--- src/rtl/key_debounce.sv ---
// Debounces and edge-detects N push-buttons sampled on the 20 ms enable pulse.
// Outputs: clean level, one-cycle press/release pulses, and the code of the lowest pressed key.
module key_debounce #(
  parameter int N_KEYS         = 4,
  parameter int STABLE_SAMPLES = 2,
  parameter bit ACTIVE_LOW     = 1'b1
) (
  input  logic              clk_1ms,
  input  logic              reset,
  input  logic              en_20ms,
  input  logic [N_KEYS-1:0] key_in,
  output logic [N_KEYS-1:0] key_level,
  output logic [N_KEYS-1:0] key_press,
  output logic [N_KEYS-1:0] key_release,
  output logic              key_valid,
  output logic [2:0]        key_code
);

  localparam int                CNT_W    = $clog2(STABLE_SAMPLES + 1);
  localparam logic [CNT_W-1:0]  CNT_ONE  = CNT_W'(1);
  localparam logic [CNT_W-1:0]  CNT_DONE = CNT_W'(STABLE_SAMPLES);
  localparam logic [N_KEYS-1:0] PIN_IDLE = {N_KEYS{ACTIVE_LOW}};

  typedef enum logic [1:0] {REL, PPEND, PRS, RPEND} state_t;

  state_t           state     [N_KEYS];
  state_t           state_nxt [N_KEYS];
  logic [CNT_W-1:0] cnt       [N_KEYS];
  logic [CNT_W-1:0] cnt_nxt   [N_KEYS];

  logic [N_KEYS-1:0] sync_q1, sync_q2, s;
  logic [N_KEYS-1:0] press_nxt, release_nxt;
  logic [2:0]        code_nxt;

  assign s         = ACTIVE_LOW ? ~sync_q2 : sync_q2;
  assign key_valid = |key_press;

  always_comb begin
    press_nxt   = '0;
    release_nxt = '0;
    for (int i = 0; i < N_KEYS; i++) begin
      state_nxt[i] = state[i];
      cnt_nxt[i]   = cnt[i];
      if (en_20ms) begin
        case (state[i])
          REL: if (s[i]) begin
            if (STABLE_SAMPLES == 1) begin
              state_nxt[i] = PRS;
              press_nxt[i] = 1'b1;
            end else begin
              state_nxt[i] = PPEND;
              cnt_nxt[i]   = CNT_ONE;
            end
          end
          PPEND: if (!s[i]) begin
            state_nxt[i] = REL;
            cnt_nxt[i]   = '0;
          end else if (cnt[i] + CNT_ONE == CNT_DONE) begin
            state_nxt[i] = PRS;
            cnt_nxt[i]   = '0;
            press_nxt[i] = 1'b1;
          end else begin
            cnt_nxt[i] = cnt[i] + CNT_ONE;
          end
          PRS: if (!s[i]) begin
            if (STABLE_SAMPLES == 1) begin
              state_nxt[i]   = REL;
              release_nxt[i] = 1'b1;
            end else begin
              state_nxt[i] = RPEND;
              cnt_nxt[i]   = CNT_ONE;
            end
          end
          RPEND: if (s[i]) begin
            state_nxt[i] = PRS;
            cnt_nxt[i]   = '0;
          end else if (cnt[i] + CNT_ONE == CNT_DONE) begin
            state_nxt[i]   = REL;
            cnt_nxt[i]     = '0;
            release_nxt[i] = 1'b1;
          end else begin
            cnt_nxt[i] = cnt[i] + CNT_ONE;
          end
          default: begin
            state_nxt[i] = REL;
            cnt_nxt[i]   = '0;
          end
        endcase
      end
    end
    // Scan downward so the lowest pressed index wins.
    code_nxt = key_code;
    for (int i = N_KEYS - 1; i >= 0; i--) begin
      if (press_nxt[i]) code_nxt = 3'(i);
    end
  end

  always_comb begin
    key_level = '0;
    for (int i = 0; i < N_KEYS; i++) begin
      key_level[i] = (state[i] == PRS) || (state[i] == RPEND);
    end
  end

  always_ff @(posedge clk_1ms or posedge reset) begin
    if (reset) begin
      sync_q1     <= PIN_IDLE;
      sync_q2     <= PIN_IDLE;
      key_press   <= '0;
      key_release <= '0;
      key_code    <= '0;
      for (int i = 0; i < N_KEYS; i++) begin
        state[i] <= REL;
        cnt[i]   <= '0;
      end
    end else begin
      sync_q1     <= key_in;
      sync_q2     <= sync_q1;
      key_press   <= press_nxt;
      key_release <= release_nxt;
      key_code    <= code_nxt;
      for (int i = 0; i < N_KEYS; i++) begin
        state[i] <= state_nxt[i];
        cnt[i]   <= cnt_nxt[i];
      end
    end
  end

endmodule

--- config.mk ---
export PLATFORM = sky130hd
export DESIGN_NAME = key_debounce
export DESIGN_NICKNAME = d
export VERILOG_FILES = /design/src/rtl/key_debounce.sv
export SDC_FILE = /design/constraint.sdc
export NUM_CORES = 1
export LEC_CHECK = 0
export ABC_AREA = 1
export ABC_CLOCK_PERIOD_IN_PS = 1600
export CAP_MARGIN = 20
export CELL_PAD_IN_SITES_DETAIL_PLACEMENT = 1
export CELL_PAD_IN_SITES_GLOBAL_PLACEMENT = 1
export CORE_ASPECT_RATIO = 0.9
export CORE_MARGIN = 4
export CORE_UTILIZATION = 39
export CTS_CLUSTER_DIAMETER = 80
export DETAILED_ROUTE_END_ITERATION = 16
export PLACE_DENSITY = 0.8
export SKIP_LAST_GASP = 1
export SLEW_MARGIN = 20
export SYNTH_ARGS = -nofsm -noshare
export SYNTH_HDL_FRONTEND = slang
export SYNTH_SLANG_ARGS = --single-unit
--- constraint.sdc ---
create_clock -name clk_1ms -period 1.6 [get_ports clk_1ms]
set_input_delay 0.32 -clock clk_1ms [delete_from_list [all_inputs] [get_ports clk_1ms]]
set_output_delay 0.32 -clock clk_1ms [all_outputs]
set_load 0.01 [all_outputs]
== Word level (Yosys, flattened, before mapping) ==
Cells that the tools add are included.

* Flip-flop bits (word level): 35
* Bits of input ports: 7
* Output and inout bits: 16
* Word-level logic and storage cells: 148

* Add/subtract/negate cells: 4
* Equality and inequality tests: 32
* Muxes and demuxes: 80
* Bitwise operators: 1
* Reduce and logical (&&, ||, !) cells: 18

{| class="wikitable"
|+ Operator list
! kind !! count
|-
| 2-to-1 mux 2 bit || 40
|-
| one-hot mux 2 bit (4 select lines) || 8
|-
| 2-to-1 mux 1 bit || 28
|-
| == test 2 bit, second input constant || 12
|-
| inequality test 3 bit, second input constant || 8
|-
| AND reduction 5 bit || 4
|-
| inequality test 2 bit, second input constant || 8
|-
| 2-to-1 mux 3 bit || 4
|-
| AND reduction 3 bit || 4
|-
| adder 2 x 1 -> 2 bit, second input constant || 4
|-
| == test 2 x 1 -> 1 bit, second input constant || 4
|-
| logical NOT 2 bit || 4
|-
| logical OR 1 bit || 4
|-
| inverter 4 bit || 1
|-
| nonzero test 4 bit || 1
|-
| OR reduction 4 bit || 1
|}

== Depth between registers and ports, before layout ==
* Depth in word-level cells: 10
* Gate-level depth with buffers: 7
* Mapped depth without buffers: 7

== Worst setup path before layout ==
No wires, ideal clock.

* Kind: register to register
* Start point: register sync_q2[2]
* End point: register state[2] in the netlist's numbering
* Setup time: 0.120 ns
* Data arrival time: 0.968 ns
* Data required time: 1.480 ns
* Setup slack: 0.512 ns
* Stages on the path, launching flop included: 8
* Buffers on the path: 0
* Period minus slack after synthesis: 1.088 ns
* Cell sequence: dfstp_2 inv_1 nand2_1 nand2_1 nand2_1 inv_1 o21ai_0 inv_1

* Longest elaborated chain between the ends: 3
* Elaborated cells between the ends (all ways): 9
* Those cells by class: eq/ne: 4; mux: 3; bitwise: 1; reduce/logical: 1

{| class="wikitable"
|+ RTL lines
! item !! RTL line !! text
|-
| start, declared || 31 || <nowiki>logic [N_KEYS-1:0] sync_q1, sync_q2, s;</nowiki>
|-
| start signal, assigned || 118 || <nowiki>sync_q2 <= sync_q1;</nowiki>
|-
| inverter 4 bit * || 35 || <nowiki>assign s = ACTIVE_LOW ? ~sync_q2 : sync_q2;</nowiki>
|-
| inequality test 3 bit (no source line), or another cell as far along || n/a ||
|-
| AND reduction 5 bit (no source line) / one-hot mux 2 bit (4 select lines) (equally long branches) || n/a ||
|-
| end signal, assigned by index || 123 || <nowiki>state[i] <= state_nxt[i];</nowiki>
|-
| end, declared || 26 || <nowiki>state_t state [N_KEYS];</nowiki>
|}

Mark *: on every way between the ends. The rest lies on a longest branch, timed or not.
A chain may end at the register's enable or synchronous reset.

==> results.md <==
Clocking
* clock insertion delay at the later pin of the skew report: 0.29 ns
* Clock Tree Root: sky130_fd_sc_hd__clkbuf_8
* H-tree levels: 2
* TritonCTS clock tree: done
* number of clock sinks seen by CTS: 34
* # Post-CTS Setup Buffers: 0
* maximum number of buffers from clock root to sink: 2
* clock-pin transition on the worst setup and hold timing paths: 0.07 ns
* clock buffer count from CTS: 5

Hold path
* worst hold start: sync_q1[1]
* worst hold path depth: 0
* worst hold path class: flop to flop

Power
* total power draw: 0.00285 W
* pwr dens: 1590 nW/µm²
* leak pwr: 0.955 nW
* Max VDD drop: 0.000657 V

Critical path
* sort of element at the start of the critical path: flop
* Crit path required time: 1.28 ns
* Stages on worst setup path: 1
* Crit path max-delay family: buffers and inverters
* largest stage delay on the critical path: 0.55 ns
* critical path fanouts, max: 4
* minimum setup slack among reg-to-reg paths: 0.39 ns
* Reg2Reg Launch Point: sync_q2[2]
* arrival time of data at the critical path endpoint: 1.23 ns
* cells along the critical path: clkdlybuf4s50_1
* Critical path buffers and inverters: 1
* Worst Setup Path Type: flop to output port
* Worst R2R End: state[2]
* Critical Path End: key_level[2]
* category of the worst setup path capture point: output port
* critical-path cell with the highest stage delay: sky130_fd_sc_hd__clkdlybuf4s50_1
* R2R depth: 7

Floorplan
* ports placed on the boundary: 23
* floorplan die height: 65.0 µm
* starting density of the core: 41.1%
* DIE WIDTH: 71.4 µm
* Placeable Area: 3430 µm²
* die outline area: 4640 µm²
* number of cell rows: 20

Drt
* first drt pass iteration count: 2
* routed vias/inst: 4.71
* average wire per cell in the routed design: 12.6 µm
* overall via count from detail_route: 1,064
* number of DRC markers in iteration 0: 22
* DRC violation count after routing: 0
* total wirelength of the detailed-routed design: 2840 µm
* residual antenna-violating net count after detailed routing: 0

GRT
* via count of the first global-routing pass: 1,153
* total global routing track utilization: 15.0%
* wire length of the first global-routing pass: 5260 µm
* initial antenna violation count: 0
* gr ovfl total: 0
* largest net degree at the start of global routing: 35

Yosys
* simple-gate area share of the yosys netlist: 22.1%
* largest family of logic cells by synthesized area: simple AND/OR/NAND/NOR gates
* sequential fraction of the synthesis area: 61.1%
* area of the mapped netlist: 1410 µm²
* Synth Area in Adders: 0%
* multiplexer share of the synthesized area: 0%
* number of distinct standard cells referenced by the synthesized netlist: 20
* total number of yosys warnings: 0
* number of synthesized register bits: 34
* cells after synthesis: 153
* number of nets in the synthesized netlist: 160
* average cell area after synthesis: 9.21 µm²
* area fraction in compound gates after synthesis: 7.19%
* Post-Synth XOR/XNOR Area: 0%

Cells and area
* fin util: 52.3%
* count of inserted antenna diode cells: 0
* leading cell type in the layout, fill and taps excluded: sky130_fd_sc_hd__nand2_1
* total number of nets in the final design: 188
* area grow syn2layout: 27.3%
* post-route cell area: 1790 µm²
* fill cell count: 409
* fraction of final layout cells with drive strength greater than 1: 16.5%
* most frequent cells in the layout: 35 x sky130_fd_sc_hd__nand2_1, 26 x sky130_fd_sc_hd__inv_1, 26 x sky130_fd_sc_hd__dfrtp_1, 18 x sky130_fd_sc_hd__clkdlybuf4s50_1, 15 x sky130_fd_sc_hd__nor2_1

Placement
* pre-CTS setup slack: -0.114 ns
* area of placed instances: 1700 µm²
* weighted congestion at the end of routability-driven global placement: 0.793
* Port Buf Inserts: 21
* DPL Wire Length: 2090 µm

Timing
* setup repair after global routing missed its margin: false
* Tcrit/Tclk final: 96.7%
* max-slew violation count: 0
* FMAX: 0.646 GHz
* final count of hold timing violations: 0
* number of setup violations in the final report: 0
* Setup WS post-layout: 0.0523 ns
* minimum period implied by the final worst setup slack: 1.55 ns
* Fin Clk Skew: 0.00910 ns

Run status
* status: finished, final reports clean

Run
* max-cap violations: 0

## cell usage after synthesis
master / n / area share (%)
sky130_fd_sc_hd__nand2_2: 3 / 1.3
sky130_fd_sc_hd__a21oi_1: 9 / 3.2
sky130_fd_sc_hd__nor3_1: 1 / 0.35
sky130_fd_sc_hd__dfrtp_1: 26 / 46
sky130_fd_sc_hd__a21oi_2: 1 / 0.62
sky130_fd_sc_hd__buf_4: 1 / 0.53
sky130_fd_sc_hd__nand4_2: 1 / 0.89
sky130_fd_sc_hd__inv_1: 26 / 6.9
sky130_fd_sc_hd__conb_1: 1 / 0.27
sky130_fd_sc_hd__nand3_1: 6 / 2.1
sky130_fd_sc_hd__nor2_1: 15 / 4.0
sky130_fd_sc_hd__a21boi_0: 1 / 0.53
sky130_fd_sc_hd__dfstp_2: 8 / 15
sky130_fd_sc_hd__nand2_4: 2 / 1.6
sky130_fd_sc_hd__buf_6: 1 / 0.80
sky130_fd_sc_hd__o21ai_0: 8 / 2.8
sky130_fd_sc_hd__nand4_1: 2 / 0.89
sky130_fd_sc_hd__clkbuf_1: 4 / 1.1
sky130_fd_sc_hd__nor2_4: 2 / 1.6
sky130_fd_sc_hd__nand2_1: 35 / 9.3
## worst reg2reg max path: cells and delay by family (launching register included)
family	cells	cell delay, ns
compound gates	1	0.14
flops	1	0.55
buf+inv	3	0.14
simple gates	3	0.29
## metrics by stage
stage / hold slack (ns) / instances / TNS [ns]
5_1_grt: 0.364 / 226 / 0
6_report: 0.358 / 226 / 0
2_1_floorplan: 0.324 / 153 / 0
3_5_place_dp: 0.348 / 218 / -0.318
4_1_cts: 0.360 / 226 / 0
3_3_place_gp: 0.348 / 218 / -0.0248
## area by class of cell
class	instances	area (µm²)	area share, %
flip-flops and latches	34	861	48.0
inverters	26	97.6	5.44
clock inverters	1	5.00	0.279
repair buffers	27	272	15.1
clock buffers	7	86.3	4.82
multi-input cells	87	417	23.2
well taps	44	55.1	3.07
## worst min-delay path by stage
stage	to	slack, ns
2_1_floorplan	sync_q1[0]	0.32
3_3_place_gp	sync_q2[0]	0.35
3_5_place_dp	sync_q2[1]	0.35
4_1_cts	state[4]	0.36
5_1_grt	sync_q2[1]	0.36
6_report	sync_q2[1]	0.36
## power by group
part,switching [W],total (W),internal (W)
clock network,0.000307,0.000654,0.000347
registers,0.000157,0.00124,0.00108
logic,0.000538,0.000956,0.000418
total,0.00100,0.00285,0.00184
## metal layers
metal  up-vias  share of wire, %  global-route usage (%)
met5         -                 0                       0
met4         0               2.3                    7.04
met3         7               6.8                    6.20
met2        24                47                    24.5
met1       511                44                    17.0
li1        522                 -                       -
## logic make-up (layout without fill, tap and decap cells)
logic type,Yosys count,in the layout
AND/OR/NAND/NOR,67,67
flip-flops,34,34
buffers and inverters,32,61
AO/OA/AOI/OAI,19,19
other,1,1
## what timing repair did
action / in CTS / in global routing
gates cloned: 0 / 0
pin swaps: 0 / 0
hold endpoints to repair: 0 / 0
hold buffers: 0 / 0
resized for setup: 1 / 2
setup endpoints to repair: 1 / 2
No activity file was read; power rests on OpenSTA's default activity.
==> RTL change 1: new RTL, same settings <==
The parameter `N_KEYS` goes from 4 to 2.
--- a/src/rtl/key_debounce.sv
+++ b/src/rtl/key_debounce.sv
@@ -2,5 +2,5 @@
 // Outputs: clean level, one-cycle press/release pulses, and the code of the lowest pressed key.
 module key_debounce #(
-  parameter int N_KEYS         = 4,
+  parameter int N_KEYS         = 2,
   parameter int STABLE_SAMPLES = 2,
   parameter bit ACTIVE_LOW     = 1'b1
Interface: changed (resized key_in, key_level, key_press and key_release); port bits go from 23 to 15. The function was not compared with the original's and may differ.
==> RTL change 1 against the unedited design <==
Total power is 54% lower; clock power decreased by 66%; routed wire length down 45%; sequential cell count fell by 17; final area decreased by 48%; area after synthesis shrank 47%; largest power group unchanged; worst setup slack better by 41 ps; die area shrank 42%; critical path type unchanged; non-clock buffer count shrank 12.
==> RTL change 1: results <==
[run_status]
status = finished, final reports clean

[critical_path]
critPathMaxStageDelay_ps = 380
crit_arrival_ps = 1190
critical_path.top_delay_family = flip-flops
crit_path_max_fanout = 2
cp_slowest_cell = dfrtp_1

[routing]
wl_met1_um = 701
wl_met3_um = 86
avgRoutedWirePerCell_um = 11.92
dr_wl_met2_um = 777
firstDrtPassIters = 4
drt-total-wl_um = 1573
vias = 608

[logic_synthesis]
seq_area_frac_synth_pct = 57.14
synth-async-reset-ratio_pct = 100.0
synthDistinctLibCells = 18
yosys-top-cells-count = nand2_1, inv_1, dfrtp_1
synth_area_leaders = dfrtp_1, dfstp_2, nand2_1

[hold_path]
hp-class = in2async

[place]
placed_cell_area_um2 = 892.1
pre_cts_ws_ps = 89.11
portBuffers = 12
dp_hpwl_um = 1239
dp.cells = 126
gp_congestion = 0.6853

[grt]
grt_max_degree = 18
grt_pass1_vias = 635
grtUsageTotal_pct = 14.44
grt_pass1_wl_um = 2815

[power_and_ir_drop]
vdd_ir_drop_max_uv = 605.0
power.leakage_nw = 0.5101

[clock_network]
h-tree-depth = 1
cts_buffers = 3
clock-root-buffer = clkbuf_4

[sta]
finClkSkew_ps = 1.939

[cells_and_area]
post_route_cells_drive_above_1_share_pct = 12.04
[RTL change 1: cells by family (layout without fill, tap and decap cells)]
group | count (synthesis) | in the layout | synth area share, %
multiplexers | 1 | 1 | 1.329
AND/OR/NAND/NOR | 47 | 47 | 25.91
other | 1 | 2 | 0.4979
AO/OA/AOI/OAI | 5 | 5 | 3.654
flip-flops | 17 | 17 | 57.14
buffers and inverters | 21 | 36 | 11.46
[RTL change 1: worst reg2reg max path: cells and delay by family (launching register included)]
family,cells,cell delay (ps)
buffers and inverters,1,90
AND/OR/NAND/NOR,6,470
flip-flops,1,570
[RTL change 1: repair_timing]
action	CTS	global route
buffers inserted	2	0
pin swaps	0	0
resized for setup	2	1
endpoints found under the setup margin	3	1
[RTL change 1: layer usage]
| layer | GRT usage (%) | vias up |
|---|---|---|
| met5 | 0 | - |
| met4 | 4.979 | 0 |
| met3 | 4.819 | 2 |
| met2 | 23.11 | 16 |
| met1 | 17.75 | 285 |
| li1 | - | 305 |
[RTL change 1: path summary, 6_finish.rpt]
path	startpoint	endpoint	slack, ps	cells after the start
min in group clk_1ms	sync_q1[1]	sync_q2[1]	360	0
max	key_press[1]	key_valid	90	2
min reg2reg	sync_q1[1]	sync_q2[1]	360	0
max reg2reg	sync_q2[0]	cnt[3]	380	7
max in group asynchronous	reset	sync_q2[1]	1000	3
min	reset	cnt[0]	350	3
[RTL change 1: where the power goes]
group	internal [mW]	total (mW)	switching, mW
Sequential	0.531	0.605	0.0742
Clock	0.0968	0.224	0.127
Combinational	0.214	0.466	0.252
Total	0.842	1.29	0.453
[RTL change 1: area by class of cell]
cell class                      instances  area, um2
Tap cell                               24      30.03
Fill cell                             222      817.0
Inverter                               17      63.81
Clock buffer                            4      26.28
Multi-Input combinational cell         55      240.2
Sequential cell                        17      431.7
Timing Repair Buffer                   15      142.6
==> RTL change 2: new RTL, config.mk and constraints unchanged <==
Without the edit above. Make the reset (`reset`) synchronous in one clocked block.
--- a/src/rtl/key_debounce.sv
+++ b/src/rtl/key_debounce.sv
@@ -103,5 +103,5 @@
   end
 
-  always_ff @(posedge clk_1ms or posedge reset) begin
+  always_ff @(posedge clk_1ms) begin
     if (reset) begin
       sync_q1     <= PIN_IDLE;
Function: differs if reset is asserted again (counterexample within 10 cycles, from zero or initial values and one cycle with reset high); with reset held inactive, the same outputs for 10 cycles.
==> RTL change 2 against the unedited design <==
Worst setup slack gained 34 ps; count of clock-buffer cells in the layout shrank 1; routed wire length grew 5.2%; final area shrank 3.7%; synthesized cell count grew 12%; area after synthesis shrank 4.1%; sequential cell count is the same; die area shrank 3.6%.
Power is not compared: it rests on default switching activity, and its combinational part moved more than twofold at a synthesized area within 25%.
==> RTL change 2: results <==
[sta]
finClkSkew_ps = 5.730

[cells_and_area]
multi_input_gates = 110
final-instance-count-excl-fill = 242
post_route_cells_drive_above_1_share_pct = 16.67
nFillCells = 424
clock_buffer_count = 6
seq_share_pct = 39.42
fin_nets = 204
buf_share_pct = 15.51
final-clk-cell-share_pct = 5.507
multi_input_area_share_pct = 32.03
inv_count = 20
buffers = 26

[logic_synthesis]
synth_compound_area_share_pct = 9.444
synth_fa_ha_area_share_pct = 0
synthDistinctLibCells = 23
synth-async-reset-ratio_pct = 0
yosys-top-cells-count = nand2_1, dfxtp_1, inv_1
syn-num-nets = 179
synth_area_leaders = dfxtp_1, nand2_1, inv_1
synth_mux_area_share_pct = 0
seq_area_frac_synth_pct = 50.37
yosys_warnings = 0
synth-seq-cells = 34
synthCells = 172
synth_flop_cell = dfxtp_1
synth_xor_area_share_pct = 0

[routing]
vias_per_cell = 4.843
firstDrtPassIters = 4
drt-total-wl_um = 2985
drt_iter0_drc = 32

[place]
portBuffers = 21
dp_hpwl_um = 2371
gp_congestion = 0.6875
dp.cells = 234

[grt]
grt_pass1_vias = 1217
grtUsageTotal_pct = 14.91
antenna_found_initial = 0
grt_pass1_wl_um = 5230
grt_max_degree = 15

[power_and_ir_drop]
vdd_ir_drop_max_uv = 584.5

[run_status]
status = finished, final reports clean

[clock_network]
cts_resized = 0
cts_setup_buffers = 0
clock-root-buffer = clkbuf_8

[critical_path]
critical_path.top_delay_family = buffers and inverters
r2r_cells = 6
crit_path_max_fanout = 3
rr_startpoint = cnt[3][0]
r2r_slack_ps = 570

[hold_path]
hold_path_depth = 1
hold_end = sync_q2[2]
min-delay-start = sync_q1[2]
==> RTL change 2: changes by cell type after synthesis, moves of 4 or more <==
cell / delta
or2_2: +8
dfstp_2: -8
dfxtp_1: +34
inv_1: -7
a21oi_1: +5
dfrtp_1: -26
nand2_1: +4
==> RTL change 2: report_power, final <==
group | leakage, nW | internal, mW | switching (mW)
Combinational | 0.429 | 0.0499 | 0.0620
Sequential | 0.276 | 0.865 | 0.0136
Clock | 0.0472 | 0.345 | 0.307
Total | 0.753 | 1.26 | 0.383
==> RTL change 2: metal layers <==
metal | track usage (%) | wire length (um) | vias up
li1 | - | - | 589
met1 | 16.42 | 1336 | 551
met2 | 25.94 | 1482 | 24
met3 | 5.818 | 118 | 8
met4 | 5.502 | 48 | 0
met5 | 0 | 0 | -
==> RTL change 2: stage by stage <==
step                hold WS [ps]  total power [mW]  area [um2]  setup WS (ps)
finish                     414.7             1.644        1727          86.46
global route               431.0             1.729        1727          13.54
CTS                        420.3             1.668        1719          4.834
detailed placement         399.1             1.011        1624          36.73
global placement           395.4             1.004        1624          96.79
floorplan                  389.5            0.9636        1351          704.3
==> RTL change 2: kinds of logic (layout without fill, tap and decap cells) <==
logic type / Yosys count / count (layout)
buffers and inverters: 28 / 54
flip-flops: 34 / 34
AO/OA/AOI/OAI: 24 / 24
other: 1 / 1
AND/OR/NAND/NOR: 85 / 85
==> RTL change 2: worst max-delay path by stage <==
stage | startpoint | endpoint | slack [ps] | cells after the start
detailed placement | en_20ms | key_code[1] | 40 | 8
global route | register | key_level[0] | 10 | 1
floorplan | cnt[3][0] | register | 700 | 6
CTS | key_press[1] | key_valid | 5 | 3
finish | register | key_level[0] | 90 | 1
global placement | en_20ms | key_code[1] | 100 | 8
